[src/rtl/ahb_master.sv]
// AHB-Lite single-transfer initiator: one local request becomes one SINGLE/NONSEQ bus transfer.
// Latency: accept at edge 0, address phase cycle 1, data phase cycle 2, rsp_valid cycle 3 (plus wait states).
// Backpressure: req_ready is low while a transfer is in flight; slave waits stretch phases up to TIMEOUT.
module ahb_master #(
    parameter int ADDR_W  = 4,
    parameter int TIMEOUT = 16
) (
    input  logic              clk,
    input  logic              n_rst,
    input  logic              req_valid,
    output logic              req_ready,
    input  logic              req_write,
    input  logic [ADDR_W-1:0] req_addr,
    input  logic [1:0]        req_size,
    input  logic [31:0]       req_wdata,
    output logic              rsp_valid,
    output logic              rsp_error,
    output logic [31:0]       rsp_rdata,
    output logic              hsel,
    output logic [ADDR_W-1:0] haddr,
    output logic [1:0]        htrans,
    output logic [2:0]        hburst,
    output logic [1:0]        hsize,
    output logic              hwrite,
    output logic [31:0]       hwdata,
    input  logic [31:0]       hrdata,
    input  logic              hready,
    input  logic              hresp
);

    localparam logic [1:0] HTRANS_IDLE   = 2'b00;
    localparam logic [1:0] HTRANS_NONSEQ = 2'b10;
    localparam logic [8:0] TIMEOUT_CNT   = 9'(TIMEOUT);

    typedef enum logic [1:0] {S_IDLE, S_ADDR, S_DATA} state_t;

    state_t state_q, state_d;

    logic [31:0]       wdata_q, wdata_d;
    logic [7:0]        wait_cnt_q, wait_cnt_d;
    logic              req_ready_d, rsp_valid_d, rsp_error_d;
    logic [31:0]       rsp_rdata_d;
    logic              hsel_d, hwrite_d;
    logic [ADDR_W-1:0] haddr_d;
    logic [1:0]        htrans_d, hsize_d;
    logic [31:0]       hwdata_d;

    logic        accept, req_illegal, timeout_hit, done, bus_err;
    logic [8:0]  wait_next;
    logic [31:0] rdata_ext;

    // Only SINGLE bursts are ever issued.
    assign hburst = 3'b000;

    // Request classification and data-phase completion terms.
    always_comb begin
        accept      = req_valid && req_ready;
        req_illegal = (req_size == 2'd3)
                   || ((req_size == 2'd1) && req_addr[0])
                   || ((req_size == 2'd2) && (req_addr[1:0] != 2'b00));
        wait_next   = {1'b0, wait_cnt_q} + 9'd1;
        // The wait edge that would bring the counter to TIMEOUT ends the transfer with an error.
        timeout_hit = !hready && !hresp && (wait_next >= TIMEOUT_CNT);
        done        = hready || hresp || timeout_hit;
        bus_err     = hresp || timeout_hit;
    end

    // Narrow reads are zero-extended from the low lanes of hrdata.
    always_comb begin
        case (hsize)
            2'd0:    rdata_ext = {24'b0, hrdata[7:0]};
            2'd1:    rdata_ext = {16'b0, hrdata[15:0]};
            default: rdata_ext = hrdata;
        endcase
    end

    // State register.
    always_ff @(posedge clk) begin
        if (!n_rst) state_q <= S_IDLE;
        else        state_q <= state_d;
    end

    // Next-state logic.
    always_comb begin
        state_d = state_q;
        case (state_q)
            S_IDLE:  if (accept && !req_illegal) state_d = S_ADDR;
            S_ADDR:  if (hready) state_d = S_DATA;
            S_DATA:  if (done) state_d = S_IDLE;
            default: state_d = S_IDLE;
        endcase
    end

    // Next values of the registered outputs; fields hold unless a transition updates them.
    always_comb begin
        req_ready_d = (state_d == S_IDLE);
        rsp_valid_d = 1'b0;
        rsp_error_d = rsp_error;
        rsp_rdata_d = rsp_rdata;
        hsel_d      = hsel;
        haddr_d     = haddr;
        htrans_d    = htrans;
        hsize_d     = hsize;
        hwrite_d    = hwrite;
        hwdata_d    = hwdata;
        wdata_d     = wdata_q;
        wait_cnt_d  = wait_cnt_q;
        case (state_q)
            S_IDLE: begin
                if (accept) begin
                    if (req_illegal) begin
                        rsp_valid_d = 1'b1;
                        rsp_error_d = 1'b1;
                        rsp_rdata_d = 32'b0;
                    end else begin
                        haddr_d  = req_addr;
                        hsize_d  = req_size;
                        hwrite_d = req_write;
                        wdata_d  = req_wdata;
                        hsel_d   = 1'b1;
                        htrans_d = HTRANS_NONSEQ;
                    end
                end
            end
            S_ADDR: begin
                if (hready) begin
                    hsel_d     = 1'b0;
                    htrans_d   = HTRANS_IDLE;
                    hwdata_d   = hwrite ? wdata_q : 32'b0;
                    wait_cnt_d = 8'd0;
                end
            end
            S_DATA: begin
                if (done) begin
                    rsp_valid_d = 1'b1;
                    rsp_error_d = bus_err;
                    rsp_rdata_d = (bus_err || hwrite) ? 32'b0 : rdata_ext;
                    hwdata_d    = 32'b0;
                end else if (wait_cnt_q != 8'hFF) begin
                    wait_cnt_d = wait_cnt_q + 8'd1;
                end
            end
            default: ;
        endcase
    end

    // Output and datapath registers.
    always_ff @(posedge clk) begin
        if (!n_rst) begin
            req_ready  <= 1'b1;
            rsp_valid  <= 1'b0;
            rsp_error  <= 1'b0;
            rsp_rdata  <= 32'b0;
            hsel       <= 1'b0;
            haddr      <= '0;
            htrans     <= HTRANS_IDLE;
            hsize      <= 2'd0;
            hwrite     <= 1'b0;
            hwdata     <= 32'b0;
            wdata_q    <= 32'b0;
            wait_cnt_q <= 8'd0;
        end else begin
            req_ready  <= req_ready_d;
            rsp_valid  <= rsp_valid_d;
            rsp_error  <= rsp_error_d;
            rsp_rdata  <= rsp_rdata_d;
            hsel       <= hsel_d;
            haddr      <= haddr_d;
            htrans     <= htrans_d;
            hsize      <= hsize_d;
            hwrite     <= hwrite_d;
            hwdata     <= hwdata_d;
            wdata_q    <= wdata_d;
            wait_cnt_q <= wait_cnt_d;
        end
    end

endmodule

[config.mk]
export PLATFORM = sky130hd
export DESIGN_NAME = ahb_master
export DESIGN_NICKNAME = d
export VERILOG_FILES = /design/src/rtl/ahb_master.sv
export SDC_FILE = /design/constraint.sdc
export NUM_CORES = 1
export LEC_CHECK = 0
export CAP_MARGIN = 20
export CORE_ASPECT_RATIO = 0.7
export CORE_UTILIZATION = 40
export DETAILED_ROUTE_END_ITERATION = 8
export PLACE_DENSITY = 0.84
export SLEW_MARGIN = 30
export SYNTH_ARGS = -nofsm -noshare
export SYNTH_HDL_FRONTEND = slang
export SYNTH_SLANG_ARGS = --single-unit
[constraint.sdc]
create_clock -name clk -period 1.7 [get_ports clk]
set_input_delay 0.255 -clock clk [delete_from_list [all_inputs] [get_ports clk]]
set_output_delay 0.255 -clock clk [all_outputs]
set_load 0.01 [all_outputs]
## Word level (Yosys, flattened, before mapping)

Index checks and enable logic that the tools add are counted.
Widths: inputs -> output; s select.

| cells by class | value |
|---|---|
| add/subtract/negate cells | 2 |
| order comparisons | 1 |
| bitwise logic cells | 1 |
| mux-type cells | 34 |
| equal/unequal tests | 14 |
| reduce and logical (&&, ||, !) cells | 27 |

Operators with widths:

| kind | number |
|---|---|
| $mux 32 | 7 |
| $pmux 32 s2 | 3 |
| $mux 8 | 3 |
| $pmux 8 s2 | 1 |
| $ne 2x2->1 const B | 7 |
| $mux 2 | 6 |
| $reduce_and 4->1 | 3 |
| $add 8x1->9 const B | 1 |
| $ge 9x5->1 const B | 1 |
| $mux 1 | 9 |
| $add 8x1->8 const B | 1 |
| $ne 8x8->1 const B | 1 |
| $reduce_bool 2->1 | 4 |
| $eq 2x1->1 const B | 3 |
| $eq 2x2->1 const B | 3 |
| $logic_and 1x1->1 | 6 |
| $logic_not 2->1 | 3 |
| $logic_or 1x1->1 | 6 |
| $pmux 1 s2 | 3 |
| $pmux 2 s3 | 1 |
| $reduce_and 3->1 | 2 |
| $pmux 2 s2 | 1 |
| $logic_not 1->1 | 3 |
| $not 1->1 | 1 |

| word-level totals | value |
|---|---|
| output and inout bits | 80 |
| input bits | 76 |
| flip-flop bits (word level) | 119 |

## Longest topological paths before layout

| depth | value |
|---|---|
| depth after elaboration | 9 |
| mapped depth | 7 |

## Worst setup path before layout

OpenSTA, ideal clock, no wires.

| timing | value |
|---|---|
| path kind | reg2reg |
| from | reg wait_cnt_q[0] |
| to | reg rsp_rdata[10] |
| setup time | 59 ps |
| slack | -180 ps |
| arrival time | 1,821 ps |
| stages on the path, launching flop included | 8 |
| buffers on the path | 1 |
| cells stage by stage | dfxtp_1 > ha_1 > and4_1 > a21oi_1 > o31a_2 > nor2_4 > buf_2 > a22o_1 |

| between the ends | value |
|---|---|
| cells in the longest elaborated chain, start to end | 8 |
| elaborated cells between the ends (all ways) | 11 |
| those cells by class | add/sub: 1; order compare: 1; eq/ne: 1; mux: 3; reduce/logical: 5 |

Ends and longest elaborated chain:

| what | RTL line | source |
|---|---|---|
| from (decl) | 40 | `logic [7:0] wait_cnt_q, wait_cnt_d;` |
| from (signal assigned) | 174 | `wait_cnt_q <= wait_cnt_d;` |
| $add 8x1->9 (*) | 61 | `wait_next = {1'b0, wait_cnt_q} + 9'd1;` |
| $ge 9x5->1 (*) | 63 | `timeout_hit = !hready && !hresp && (wait_next >= TIMEOUT_CNT);` |
| $logic_and 1x1->1 (*) | 63 |  |
| $logic_or 1x1->1 | 65 | `bus_err = hresp \|\| timeout_hit;` |
| $logic_or 1x1->1 | 137 | `rsp_rdata_d = (bus_err \|\| hwrite) ? 32'b0 : rdata_ext;` |
| $mux 32 | 137 |  |
| $mux 32 | 134 | `if (done) begin` |
| $pmux 32 s2 | 108 | `case (state_q)` |
| to (signal assigned) | 166 | `rsp_rdata <= rsp_rdata_d;` |
| to (decl) | 18 | `output logic [31:0] rsp_rdata,` |

Every way passes the cells marked *; elsewhere a longest branch is shown, timed or not. The select of a mux whose other input is x is not followed.
A chain may end at the register's enable or synchronous reset.

## Worst setup path in the final report

| timing | value |
|---|---|
| from | reg wait_cnt_q[1] |
| to | reg hwdata[6] |

| between the ends | value |
|---|---|
| cells in the longest elaborated chain, start to end | 6 |

Ends and longest elaborated chain:

| what | RTL line | source |
|---|---|---|
| $add 8x1->9 | 61 |  |
| $ge 9x5->1 | 63 |  |
| $logic_and 1x1->1 | 63 |  |
| $logic_or 1x1->1 | 64 | `done = hready \|\| hresp \|\| timeout_hit;` |
| $ne 2x2->1 (no line) | n/a |  |
| $reduce_and 3->1 (no line) | n/a |  |
| to (signal assigned) | 172 | `hwdata <= hwdata_d;` |
| to (decl) | 25 | `output logic [31:0] hwdata,` |

Every way passes these cells.

==> run metrics <==
Final min period 1.72 ns; Synth cell types 45; num ports 156; Total Routing Usage GR 0.211; crit path kind reg2reg; Async S/R FF share, synth 0; Layout Utilization 0.692; commonest cells after routing, fill and taps aside clkdlybuf4s50_1 (150), nand2_1 (114), dfxtp_1 (114), a22o_1 (48), a21oi_1 (43); sequential-to-total area share from yosys stat 0.558; total grt overflow 0; r2r setup slk -0.02 ns; Max H-tree Level 4; hold endpoint wdata_q[22]; YS warnings 0; CTS root buffer clkbuf_16; Post-DRT Antenna Nets 0; # clock sinks 117; Placeable Area 0.00995 sq mm; Placement Cell Area 0.00616 sq mm; Cell Area, Synth 0.00420 sq mm; relative slew slack 0.642; number of synthesized flops with an enable pin 0; RSZ-0062 raised after global routing yes; initial core utilization 0.422; largest net degree at the start of global routing 48; Fmax achieved 583 MHz; pwr/cell area 1060 mW/mm^2; status complete, but fails checks; Most Used Layer, Global Route met2; cell count after synthesis 437; share of layout cells above drive strength 1 0.177; Hold Crit Class in2reg; Yosys top cell by area dfxtp_1; Total Wirelength 11600 microns; drt pass-1 iters 5; Crit path required time 1.98 ns; hold buffer count at CTS 0; final instance area 0.00688 sq mm; fin nets 698; synthesized area per cell 9.61 sq um; commonest non-fill, non-tap cell in the layout clkdlybuf4s50_1; n_diodes 0; Skew-Pair Late Insertion Delay 0.40 ns; cell row count 30; first-pass GRT wire length 18200 microns; VDD IR max 0.806 mV; routed len/inst 15.2 microns; arrival time of the worst setup path 2.00 ns; Final Cycle Share 1.01; cell family with most CP delay compound AO/OA/AOI/OAI gates; DRC viols 0; Area contributors post-synth dfxtp_1 (56%), nand2_1 (10%), a22o_1 (10%); placer congestion estimate 0.775; die extent in y 87.7 microns; r2r startpoint wait_cnt_q[1]; met2 usage 0.367; hold depth 3; Final Hold Fails 0; slowest CP cell dfxtp_2; DR vias 3888; met1 Use GR 0.255; register bit total from synthesis 117; Buf/Inv on CP 1; Inserted Clock Buffers 17; R2R depth 7; Startpoint Class flop; maxcap violations 0; final worst slack -0.0158 ns; Die W 124 microns; RR Endpoint hwdata[6]; vias in the first global route 3795; synthesis-to-layout area growth 63.8%; met3 usage 0.0580; HPWL after DPL 8030 microns; Final Max Tran Viols 0; main flop type after synthesis dfxtp_1; Setup-failing EPs final 3; endpoint class of the critical path flop; CTS Buffer Depth 2; count of buffers inserted at the top-level ports 151; Worst Hold Launch req_wdata[22]; slowest stage delay, CP 0.33 ns; die area 0.0109 sq mm; number of DRC markers in iteration 0 274; Worst Path Max Fanout 32; CTS tree built; top cell type's share of synthesized area 0.558; worst-margin pin slew 0.537 ns; failing checks negative setup slack; Final Skew 0.00547 ns; vias per std cell 5.11; P_leak 2.65 nW; CP Cell Sequence ha_4 > and4_4 > a21oi_4 > a2bb2oi_2 > nor2_2 > buf_12 > a22o_1; clock slew at reported path FFs 0.05 ns; initial antenna violation count 0
## how the worst max path moves through the flow
stage	startpoint	to	slack [ns]	cells past startpoint
6_report	wait_cnt_q[1]	hwdata[6]	-0.02	7
5_1_grt	wait_cnt_q[1]	wait_cnt_q[2]	-0.08	7
2_1_floorplan	state_q[0]	rsp_rdata[17]	-0.05	7
3_3_place_gp	req_size[0]	rsp_rdata[1]	-0.46	6
3_5_place_dp	req_size[0]	rsp_rdata[15]	-0.46	6
4_1_cts	wait_cnt_q[1]	hwdata[6]	-0.04	7
## cell type report
cell class / instances / area (sq um)
clock buffers: 18 / 439
inverters: 3 / 11.3
well taps: 128 / 160
multi-input cells: 286 / 1780
clock inverters: 14 / 198
fillers: 739 / 3070
flip-flops and latches: 117 / 2350
repair buffers: 195 / 1950
## report_power, final
group	leakage, nW	total [mW]	internal, mW	switching, mW
combinational	1.39	0.654	0.353	0.301
sequential	0.948	2.85	2.81	0.0408
clock	0.308	3.79	2.51	1.29
total	2.65	7.30	5.67	1.63
## Yosys cell counts, drive strengths merged, types with 3 or more instances
cell and count:
dfxtp 117, nand2 114, a22o 48, a21oi 44
clkbuf 21, nor2 19, buf 13, o22ai 10
a31o 9, and3 4, inv 3, nor3 3
o21ai 3, or3 3
## registers in the layout, indices dropped and copies added, names as in the netlist
| signal | flops |
|---|---|
| hwdata | 32 |
| rsp_rdata | 32 |
| wdata_q | 32 |
| wait_cnt_q | 8 |
| haddr | 4 |
| hsize | 2 |
| state_q | 2 |
| htrans | 1 |
| hwrite | 1 |
| req_ready | 1 |
| rsp_error | 1 |
| rsp_valid | 1 |
## tightest hold or removal path, stage by stage
cell,delay (ns)
clkdlybuf4s50_1,0.40
nand2_1,0.06
a21oi_1,0.05
## cell families (layout without fill, tap and decap cells)
family | count (synthesis) | count (layout) | share of synthesized area
other | 1 | 4 | 0.000893
AOI/OAI and AO/OA | 126 | 126 | 0.228
buffers and inverters | 37 | 230 | 0.0444
adders and majority gates | 2 | 2 | 0.00596
DFF | 117 | 117 | 0.558
and+or+nand+nor | 154 | 154 | 0.163
## what timing repair did
action                     CTS  global route
buffers inserted             1             0
resized for setup            4            10
setup endpoints to repair   70            69
pin swaps                    2             3
## through the flow
step | std cells | power [mW] | TNS [ns] | hold slack (ns) | setup WS (ns)
final | 761 | 7.30 | -0.0374 | 0.405 | -0.0158
after global routing | 761 | 7.56 | -2.13 | 0.391 | -0.0785
after CTS | 761 | 7.35 | -0.538 | 0.390 | -0.0380
after detailed placement | 728 | 3.53 | -36.65 | 0.447 | -0.456
after global placement | 728 | 3.51 | -34.72 | 0.442 | -0.459
after floorplan | 440 | 3.16 | -0.483 | 0.380 | -0.0518
## layer usage
metal	share of wire	vias up
met3	0.054	14
li1	-	1886
met2	0.49	137
met1	0.45	1851
met5	0	-
met4	0.013	0
(Power assumes the default switching activity.)
